**config.mk**
```make
export PLATFORM = sky130hd
export DESIGN_NAME = sata_fis_tx_scheduler
export DESIGN_NICKNAME = d
export VERILOG_FILES = /design/src/rtl/sata_fis_tx_scheduler_pkg.sv /design/src/rtl/sata_fis_tx_scheduler_arbiter.sv /design/src/rtl/sata_fis_tx_scheduler.sv
export SDC_FILE = /design/constraint.sdc
export NUM_CORES = 1
export LEC_CHECK = 0
export ABC_AREA = 1
export CORE_ASPECT_RATIO = 1.25
export CORE_UTILIZATION = 40
export CTS_CLUSTER_DIAMETER = 30
export DETAILED_ROUTE_END_ITERATION = 16
export MAX_ROUTING_LAYER = met4
export PLACE_DENSITY = 0.9
export SLEW_MARGIN = 10
export SYNTH_ARGS = -nofsm -noshare
export SYNTH_HDL_FRONTEND = slang
export SYNTH_HIERARCHICAL = 1
export SYNTH_SLANG_ARGS = --single-unit
```
**constraint.sdc**
```tcl
create_clock -name i_clk -period 2.5 [get_ports i_clk]
set_clock_uncertainty 0.1 [all_clocks]
set_input_delay 0.375 -clock i_clk [delete_from_list [all_inputs] [get_ports i_clk]]
set_output_delay 0.375 -clock i_clk [all_outputs]
set_load 0.01 [all_outputs]
```
**src/rtl/sata_fis_tx_scheduler_pkg.sv**
```systemverilog
// Shared types for the SATA FIS transmit scheduler: FSM state codes, requester IDs, defaults.
// Pure declarations; no latency or backpressure of its own.
package sata_fis_tx_scheduler_pkg;

  typedef enum logic [3:0] {
    ST_IDLE      = 4'd0,
    ST_WAIT_LINK = 4'd1,
    ST_START     = 4'd2,
    ST_ACTIVE    = 4'd3,
    ST_ABORT     = 4'd4
  } tx_state_t;

  typedef enum logic {
    REQ_CMD = 1'b0,
    REQ_DAT = 1'b1
  } req_id_t;

  localparam int unsigned DEF_MAX_RETRY = 3;
  localparam logic [15:0] DEF_TIMEOUT   = 16'd4096;

endpackage

```
**src/rtl/sata_fis_tx_scheduler_arbiter.sv**
```systemverilog
// Two-way round-robin pick between cmd and dat requesters; combinational grant, registered last winner.
// Zero latency; the caller decides when a grant is committed via i_update.
module sata_rr_arbiter2
  import sata_fis_tx_scheduler_pkg::*;
(
  input  logic       i_clk,
  input  logic       i_rst,
  input  logic [1:0] i_req,
  input  logic       i_update,
  input  req_id_t    i_winner,
  output logic       o_any,
  output req_id_t    o_grant
);

  req_id_t r_last;

  always_ff @(posedge i_clk) begin
    if (i_rst) begin
      r_last <= REQ_DAT;
    end else if (i_update) begin
      r_last <= i_winner;
    end
  end

  // On a tie, the requester that did not win last time goes first.
  always_comb begin
    o_grant = REQ_CMD;
    if (i_req[REQ_CMD] && i_req[REQ_DAT]) begin
      o_grant = (r_last == REQ_DAT) ? REQ_CMD : REQ_DAT;
    end else if (i_req[REQ_DAT]) begin
      o_grant = REQ_DAT;
    end
  end

  assign o_any = |i_req;

endmodule

```
**src/rtl/sata_fis_tx_scheduler.sv**
```systemverilog
// Schedules cmd/dat FIS frames onto the link write port with retry, timeout abort and rx yield.
// Request to write_start is 3 cycles minimum; stalls while the link is busy or receiving.
module sata_fis_tx_scheduler
  import sata_fis_tx_scheduler_pkg::*;
#(
  parameter int unsigned MAX_RETRY = DEF_MAX_RETRY,
  parameter logic [15:0] TIMEOUT   = DEF_TIMEOUT
) (
  input  logic        i_clk,
  input  logic        i_rst,
  input  logic        i_link_layer_ready,
  input  logic        i_read_start,
  input  logic        i_read_finished,
  output logic        o_write_start,
  output logic [31:0] o_write_size,
  output logic [31:0] o_write_data,
  output logic        o_write_hold,
  output logic        o_write_abort,
  input  logic        i_write_strobe,
  input  logic        i_write_finished,
  input  logic        i_xmit_error,
  input  logic        i_cmd_req,
  input  logic [31:0] i_cmd_size,
  input  logic [31:0] i_cmd_data,
  input  logic        i_cmd_hold,
  output logic        o_cmd_strobe,
  output logic        o_cmd_restart,
  output logic        o_cmd_done,
  output logic        o_cmd_error,
  input  logic        i_dat_req,
  input  logic [31:0] i_dat_size,
  input  logic [31:0] i_dat_data,
  input  logic        i_dat_hold,
  output logic        o_dat_strobe,
  output logic        o_dat_restart,
  output logic        o_dat_done,
  output logic        o_dat_error,
  output logic [3:0]  o_state
);

  localparam logic [7:0]  LP_MAX_RETRY = 8'(MAX_RETRY);
  localparam logic [15:0] LP_TO_LAST   = TIMEOUT - 16'd1;

  tx_state_t   r_state;
  req_id_t     r_grant;
  logic        r_rx_busy;
  logic [15:0] r_to_cnt;
  logic [7:0]  r_retry_cnt;
  logic        r_write_start;
  logic        r_write_abort;
  logic [31:0] r_write_size;
  logic [1:0]  r_done;
  logic [1:0]  r_error;
  logic [1:0]  r_restart;

  logic        w_any;
  req_id_t     w_pick;
  logic [31:0] w_pick_size;
  logic        w_active;
  logic        w_commit;

  sata_rr_arbiter2 u_arb (
    .i_clk    (i_clk),
    .i_rst    (i_rst),
    .i_req    ({i_dat_req, i_cmd_req}),
    .i_update (w_commit),
    .i_winner (r_grant),
    .o_any    (w_any),
    .o_grant  (w_pick)
  );

  assign w_pick_size = (w_pick == REQ_DAT) ? i_dat_size : i_cmd_size;
  assign w_active    = (r_state == ST_ACTIVE);
  assign w_commit    = w_active && i_write_finished && !i_xmit_error;

  always_ff @(posedge i_clk) begin
    if (i_rst) begin
      r_state       <= ST_IDLE;
      r_grant       <= REQ_CMD;
      r_rx_busy     <= 1'b0;
      r_to_cnt      <= 16'd0;
      r_retry_cnt   <= 8'd0;
      r_write_start <= 1'b0;
      r_write_abort <= 1'b0;
      r_write_size  <= 32'd0;
      r_done        <= 2'b00;
      r_error       <= 2'b00;
      r_restart     <= 2'b00;
    end else begin
      r_write_start <= 1'b0;
      r_write_abort <= 1'b0;
      r_done        <= 2'b00;
      r_error       <= 2'b00;
      r_restart     <= 2'b00;

      if (i_read_start) begin
        r_rx_busy <= 1'b1;
      end else if (i_read_finished) begin
        r_rx_busy <= 1'b0;
      end

      case (r_state)
        // A requester still sees its done pulse this cycle and has not yet dropped req.
        ST_IDLE: begin
          if (w_any && (r_done == 2'b00)) begin
            r_grant      <= w_pick;
            r_write_size <= w_pick_size;
            r_retry_cnt  <= 8'd0;
            if (w_pick_size == 32'd0) begin
              r_done[w_pick]  <= 1'b1;
              r_error[w_pick] <= 1'b1;
            end else begin
              r_state <= ST_WAIT_LINK;
            end
          end
        end
        ST_WAIT_LINK: begin
          if (i_link_layer_ready && !r_rx_busy) begin
            r_state <= ST_START;
          end
        end
        ST_START: begin
          r_write_start <= 1'b1;
          r_to_cnt      <= 16'd0;
          r_state       <= ST_ACTIVE;
        end
        ST_ACTIVE: begin
          if (i_write_finished) begin
            if (!i_xmit_error) begin
              r_done[r_grant] <= 1'b1;
              r_state         <= ST_IDLE;
            end else if (r_retry_cnt < LP_MAX_RETRY) begin
              r_retry_cnt        <= r_retry_cnt + 8'd1;
              r_restart[r_grant] <= 1'b1;
              r_state            <= ST_WAIT_LINK;
            end else begin
              r_done[r_grant]  <= 1'b1;
              r_error[r_grant] <= 1'b1;
              r_state          <= ST_IDLE;
            end
          end else if (i_write_strobe) begin
            r_to_cnt <= 16'd0;
          end else if (r_to_cnt == LP_TO_LAST) begin
            r_write_abort <= 1'b1;
            r_state       <= ST_ABORT;
          end else begin
            r_to_cnt <= r_to_cnt + 16'd1;
          end
        end
        ST_ABORT: begin
          if (i_link_layer_ready) begin
            r_done[r_grant]  <= 1'b1;
            r_error[r_grant] <= 1'b1;
            r_state          <= ST_IDLE;
          end
        end
        default: r_state <= ST_IDLE;
      endcase
    end
  end

  assign o_write_data  = (r_grant == REQ_DAT) ? i_dat_data : i_cmd_data;
  assign o_write_hold  = (r_grant == REQ_DAT) ? i_dat_hold : i_cmd_hold;
  assign o_cmd_strobe  = w_active && (r_grant == REQ_CMD) && i_write_strobe;
  assign o_dat_strobe  = w_active && (r_grant == REQ_DAT) && i_write_strobe;

  assign o_write_start = r_write_start;
  assign o_write_abort = r_write_abort;
  assign o_write_size  = r_write_size;
  assign o_cmd_done    = r_done[REQ_CMD];
  assign o_cmd_error   = r_error[REQ_CMD];
  assign o_cmd_restart = r_restart[REQ_CMD];
  assign o_dat_done    = r_done[REQ_DAT];
  assign o_dat_error   = r_error[REQ_DAT];
  assign o_dat_restart = r_restart[REQ_DAT];
  assign o_state       = r_state;

endmodule

```
# Word level (Yosys, flattened, before mapping)

Index checks and enable logic that the tools add are counted.
W data, S select, Z words.

$add $sub $neg: 2
$lt $le $gt $ge: 5
Equality and inequality tests: 16
Multiplexer cells: 43
Bitwise logic cells: 5
Reductions and logical operators: 26

Operators with widths:

| operator                | number |
|---|---|
| $mux W32                | 2 |
| $mux W16                | 3 |
| $logic_not A32 Y1       | 1 |
| $mux W8                 | 4 |
| $pmux W16 S2            | 1 |
| $mux W4                 | 7 |
| $pmux W4 S5             | 1 |
| $add A16 B1 Y16 const B | 1 |
| $eq A16 B12 Y1 const B  | 1 |
| $mux W2                 | 8 |
| $pmux W8 S2             | 1 |
| $ne A2 B2 Y1 const B    | 7 |
| $mux W1                 | 12 |
| $pmux W2 S3             | 2 |
| $logic_and A1 B1 Y1     | 11 |
| $add A8 B1 Y8 const B   | 1 |
| $eq A4 B2 Y1 const B    | 2 |
| $lt A8 B2 Y1 const B    | 1 |
| $ne A3 B3 Y1 const B    | 2 |
| $reduce_and A6 Y1       | 1 |
| $reduce_bool A2 Y1      | 3 |
| $not A1 Y1              | 5 |
| $reduce_and A5 Y1       | 1 |
| $reduce_or A5 Y1        | 1 |
| other kinds (14)        | 18 |

Flip-flop bits (word level): 71
Input bits: 140
Output and inout port bits: 79
Logic and storage cells: 109

# Longest topological paths before layout

Gate-level depths: netlist (run 1).

Depth in word-level cells: 9
Depth in mapped cells: 13
Gate-level depth less buffers: 12

# Cells and area by module

The synthesis (run 1) kept the hierarchy.

By module, submodules not included:

| module                | times used | cells an instance | area an instance (µm²) |
|---|---|---|---|
| sata_fis_tx_scheduler | 1          | 673               | 4,036.4 |
| sata_rr_arbiter2      | 1          | 8                 | 53.8 |

# Least setup slack after synthesis (run 1)

OpenSTA, ideal clock, no wires.

Kind: in2reg
Start point: in i_dat_req
End point: reg r_state[1] (netlist: o_state[1])
Arrival: 1.657 ns
Data required time: 2.285 ns
Path slack: 0.628 ns
Stages: 12
Buffers on the path: 2
Cell sequence: a21boi_1 > buf_6 > buf_6 > nand2_1 > o21ai_1 > nand2_1 > nor2_1 > nand2_1 > nor2_2 > nand3_2 > a21oi_1 > nor2_1

Cells in the longest elaborated chain, start to end: 6
Elaborated cells between the ends (all ways): 10
Those cells by class: 2 x eq/ne; 3 x mux; 5 x reduce/logical

RTL lines:

| what                                                  | line                                                                     | RTL |
|---|---|---|
| start, declared                                       | sata_fis_tx_scheduler.sv:30                                              | `input logic i_dat_req,` |
| $mux W1 / $logic_and A1 B1 Y1 (equally long branches) | sata_fis_tx_scheduler_arbiter.sv:30, sata_fis_tx_scheduler_arbiter.sv:28 |  |
| $mux W1                                               | sata_fis_tx_scheduler_arbiter.sv:28                                      | `if (i_req[REQ_CMD] && i_req[REQ_DAT]) begin` |
| $mux W32                                              | sata_fis_tx_scheduler.sv:72                                              | `assign w_pick_size = (w_pick == REQ_DAT) ? i_dat_size : i_cmd_size;` |
| $logic_not A32 Y1                                     | sata_fis_tx_scheduler.sv:109                                             | `if (w_pick_size == 32'd0) begin` |
| $ne A2 B2 Y1 (no source line)                         | n/a                                                                      |  |
| $reduce_and A6 Y1 (no source line) (*)                | n/a                                                                      |  |
| end signal, assigned                                  | sata_fis_tx_scheduler.sv:78                                              | `r_state <= ST_IDLE;` |
| end signal, assigned                                  | sata_fis_tx_scheduler.sv:113                                             | `r_state <= ST_WAIT_LINK;` |
| end signal, assigned                                  | sata_fis_tx_scheduler.sv:119                                             | `r_state <= ST_START;` |
| end, declared                                         | sata_fis_tx_scheduler.sv:44                                              | `tx_state_t r_state;` |

Mark *: on every way between the ends. The rest lies on a longest branch, timed or not.
A chain may end at the register's enable or synchronous reset.

# Worst setup path after layout (run 1)

Start point: reg r_grant
End point: out o_write_data[0]

Cells in the longest elaborated chain, start to end: 1

RTL lines:

| what                   | line                         | RTL |
|---|---|---|
| start, declared        | sata_fis_tx_scheduler.sv:45  | `req_id_t r_grant;` |
| start signal, assigned | sata_fis_tx_scheduler.sv:106 | `r_grant <= w_pick;` |
| $mux W32               | sata_fis_tx_scheduler.sv:162 | `assign o_write_data = (r_grant == REQ_DAT) ? i_dat_data : i_cmd_data;` |
| end, declared          | sata_fis_tx_scheduler.sv:16  | `output logic [31:0] o_write_data,` |

No other way between the ends.

==> results.md, run 1 <==
- first-pass GRT wire length: 19500 um
- 1st-pass router iterations: 5
- sequential cell area fraction in the yosys report: 34.3%
- top achievable clock speed: 420 MHz
- Tot Pwr: 5.30 mW
- vias: 4788
- number of synthesized flops with an enable pin: 0
- total area of multi-input combinational cells: 0.00221 mm2
- clock buffers created by TritonCTS: 9
- power per standard cell area: 790 mW/mm2
- total of endpoints with negative setup slack in the final report: 0
- area growth from synthesis to layout: 64.0%
- ratio of cells with drive above 1 in the final layout: 7.39%
- total routed wire length on the met1 layer: 4930 um
- vertical extent of the die: 115 um
- cell-by-cell listing of the critical path: inv_1 > buf_12 > nand2_1 > nand2_1 > clkdlybuf4s50_1
- worst min-delay path class: in2reg
- setup TNS after final layout: 0 ps
- Routed met2 length: 6610 um
- area of the core: 0.00976 mm2
- post-synth cell types: 34
- drt drc: 0
- worst stage delay on the critical path: 550 ps
- number of ports placed on the die boundary: 219
- number of hold-slack violations in the final timing report: 0
- remaining antenna violation count after routing: 0
- count of hold-fix buffers inserted at cts: 0
- Clock Pin Slew Worst Setup and Hold Paths: 60 ps
- TritonCTS clock tree: built
- post-CTS sizing: 0
- Avg Synthesized Cell Area: 6.01 um2
- crit end category: output port
- worst relative slew slack: 61.3%
- Crit path arrival time: 1910 ps
- final wirelength: 12700 um
- count of inserted antenna diode cells: 0
- final-report max-slew violation count: 0
- count of fill cells added during filler insertion: 829
- post-placement setup slack: -58.5 ps
- floorplan row count: 40
- Synth Instances: 681
- leading cell types in the layout, fill and taps excluded: sky130_fd_sc_hd__nand2_1, sky130_fd_sc_hd__clkdlybuf4s50_1, sky130_fd_sc_hd__inv_1
- most common cell after layout, fill and taps aside: sky130_fd_sc_hd__nand2_1
- cell type of the slowest stage on the worst timing path: sky130_fd_sc_hd__clkdlybuf4s50_1
- least setup slack across all paths after layout: 117 ps
- Die X: 92.4 um
- Setup CP Type: reg2out
- buffer type at the clock tree root: sky130_fd_sc_hd__clkbuf_16
- measured slew at the worst slew-check pin: 578 ps
- iteration-0 DRC count of the detailed router: 223
- GRT Util Overall: 23.8%
- post-detail-place hpwl: 9890 um
- highest layer used for signal routing: met4
- via count of the first global-routing pass: 4358
- dpl cells: 1003
- Nets: 1030
- Async S/R FF share, synth: 0%
- unrepaired setup endpoints after global routing: false
- met3 wire length: 953 um
- number of nets in the synthesized netlist: 823
- gpl congestion: 0.884
- Top FF cell, synth: sky130_fd_sc_hd__dfxtp_1
- clock insertion delay at the later pin of the skew report: 330 ps
- H-tree depth: 3
- crit path time final: 2380 ps
- max_cap viols: 0
- worst IR drop on VDD: 0.478 mV
- Yosys Warn Count: 6
- pin count of the biggest net entering global routing: 68
- clock tree buffer depth: 2
- post-CTS setup buffer count: 0
- Port Buf Inserts: 217
- DR vias/cell: 4.70
- total global routing overflow: 0
- effective utilization at floorplan: 41.9%
- combined flip-flop and latch cell area: 0.00140 mm2
- initial antenna violation count: 0
- Min Hold Slack: 329 ps
- non-filler instance count after layout: 1019
- Synth Cell Area: 0.00409 mm2
- number of synthesized register bits: 70
- static leakage power: 3.00 nW
- kind of launch point of the worst setup path: flop
- clock sink total: 70
- post-route clock period utilization: 95.3%
- Avg WL per Cell: 12.5 um
- result of the run: completed
- die area: 0.0106 mm2
- Worst Path Required: 2030 ps
- most repeated library cell on the critical path: sky130_fd_sc_hd__nand2_1
- largest driver fanout on the critical path: 34
==> report_power, final <==
group / internal (mW) / switching (mW)
Combinational: 1.29 / 1.24
Sequential: 1.31 / 0.152
Clock: 0.826 / 0.476
Total: 3.43 / 1.87
==> worst max-delay path: cells and delay by family, from the launching register on <==
family,cells,cell delay [ps]
buf+inv,3,1010
flops,1,390
simple gates,2,170
==> per-stage QoR <==
step	cell area, um2	utilization [%]
floorplan	4090	-
global placement	6400	65.6
detailed placement	6400	65.6
CTS	6710	68.7
global route	6710	68.7
finish	6710	68.7
==> synth_stat cells, types with 2 or more instances <==
master / count / share of area (%)
sky130_fd_sc_hd__nand3_2: 2 / 0.49
sky130_fd_sc_hd__clkbuf_1: 16 / 1.5
sky130_fd_sc_hd__or2_0: 7 / 1.1
sky130_fd_sc_hd__ha_1: 2 / 0.61
sky130_fd_sc_hd__o21ai_1: 9 / 1.1
sky130_fd_sc_hd__o21ai_0: 15 / 1.8
sky130_fd_sc_hd__or2_2: 26 / 4.0
sky130_fd_sc_hd__nor3_1: 14 / 1.7
sky130_fd_sc_hd__nand2_2: 2 / 0.31
sky130_fd_sc_hd__nor2_1: 51 / 4.7
sky130_fd_sc_hd__buf_4: 2 / 0.37
sky130_fd_sc_hd__nand2_1: 270 / 25
sky130_fd_sc_hd__buf_2: 3 / 0.37
sky130_fd_sc_hd__nor2_2: 3 / 0.46
sky130_fd_sc_hd__o211ai_1: 2 / 0.37
sky130_fd_sc_hd__inv_1: 86 / 7.9
sky130_fd_sc_hd__dfxtp_1: 70 / 34
sky130_fd_sc_hd__nand3b_1: 4 / 0.73
sky130_fd_sc_hd__nand3_1: 21 / 2.6
sky130_fd_sc_hd__inv_2: 2 / 0.18
sky130_fd_sc_hd__buf_6: 5 / 1.4
sky130_fd_sc_hd__buf_1: 4 / 0.37
sky130_fd_sc_hd__a21oi_1: 54 / 6.6
==> final cells by class <==
| cell class | instances | area share (%) |
|---|---|---|
| flip-flops and latches | 70 | 20.9 |
| clock buffers | 11 | 3.77 |
| inverters | 89 | 4.98 |
| repair buffers | 226 | 34.2 |
| clock inverters | 5 | 0.839 |
| well taps | 126 | 2.35 |
| multi-input cells | 492 | 32.9 |
==> per-layer routing <==
metal,global-route usage (%),vias up
met2,42.9,195
met1,25.7,2090
met3,5.29,13
li1,-,2490
met4,7.71,0
met5,-,-
==> kinds of logic after synthesis <==
logic type,count (synthesis),share of synthesized area [%]
other,1,0.0917
buffers and inverters,119,12.1
adders and majority gates,2,0.612
AOI/OAI and AO/OA,83,10.7
xor gates and xnor gates,1,0.214
DFF,70,34.3
and+or+nand+nor,405,42.0
==> sequential cells by signal, indices dropped and copies added, names as in the netlist <==
| signal | cells |
|---|---|
| o_write_abort | 1 |
| r_done | 2 |
| o_write_size | 32 |
| r_to_cnt | 16 |
| o_write_start | 1 |
| r_retry_cnt | 8 |
| r_grant | 1 |
| r_error | 2 |
| u_arb/r_last | 1 |
| r_rx_busy | 1 |
| r_restart | 2 |
| o_state | 3 |
==> final timing paths <==
check | startpoint | end | slack (ps) | cells past startpoint
setup / recovery | r_grant | o_write_data[0] | 120 | 5
hold reg to reg | r_retry_cnt[3] | r_retry_cnt[3] | 340 | 2
setup reg to reg | r_to_cnt[0] | r_to_cnt[11] | 420 | 11
hold / removal | i_rst | r_retry_cnt[4] | 330 | 2
(Power assumes the default switching activity.)
==> run 2: changes to the inputs <==
--- a/config.mk
+++ b/config.mk
@@ -6,6 +6,7 @@
 export NUM_CORES = 1
 export LEC_CHECK = 0
 export ABC_AREA = 1
+export ABC_CLOCK_PERIOD_IN_PS = 2500
 export CORE_ASPECT_RATIO = 1.25
 export CORE_UTILIZATION = 40
 export CTS_CLUSTER_DIAMETER = 30
==> results of run 2 <==
Same layout as run 1: the final DEF is identical, and so are final timing and power.
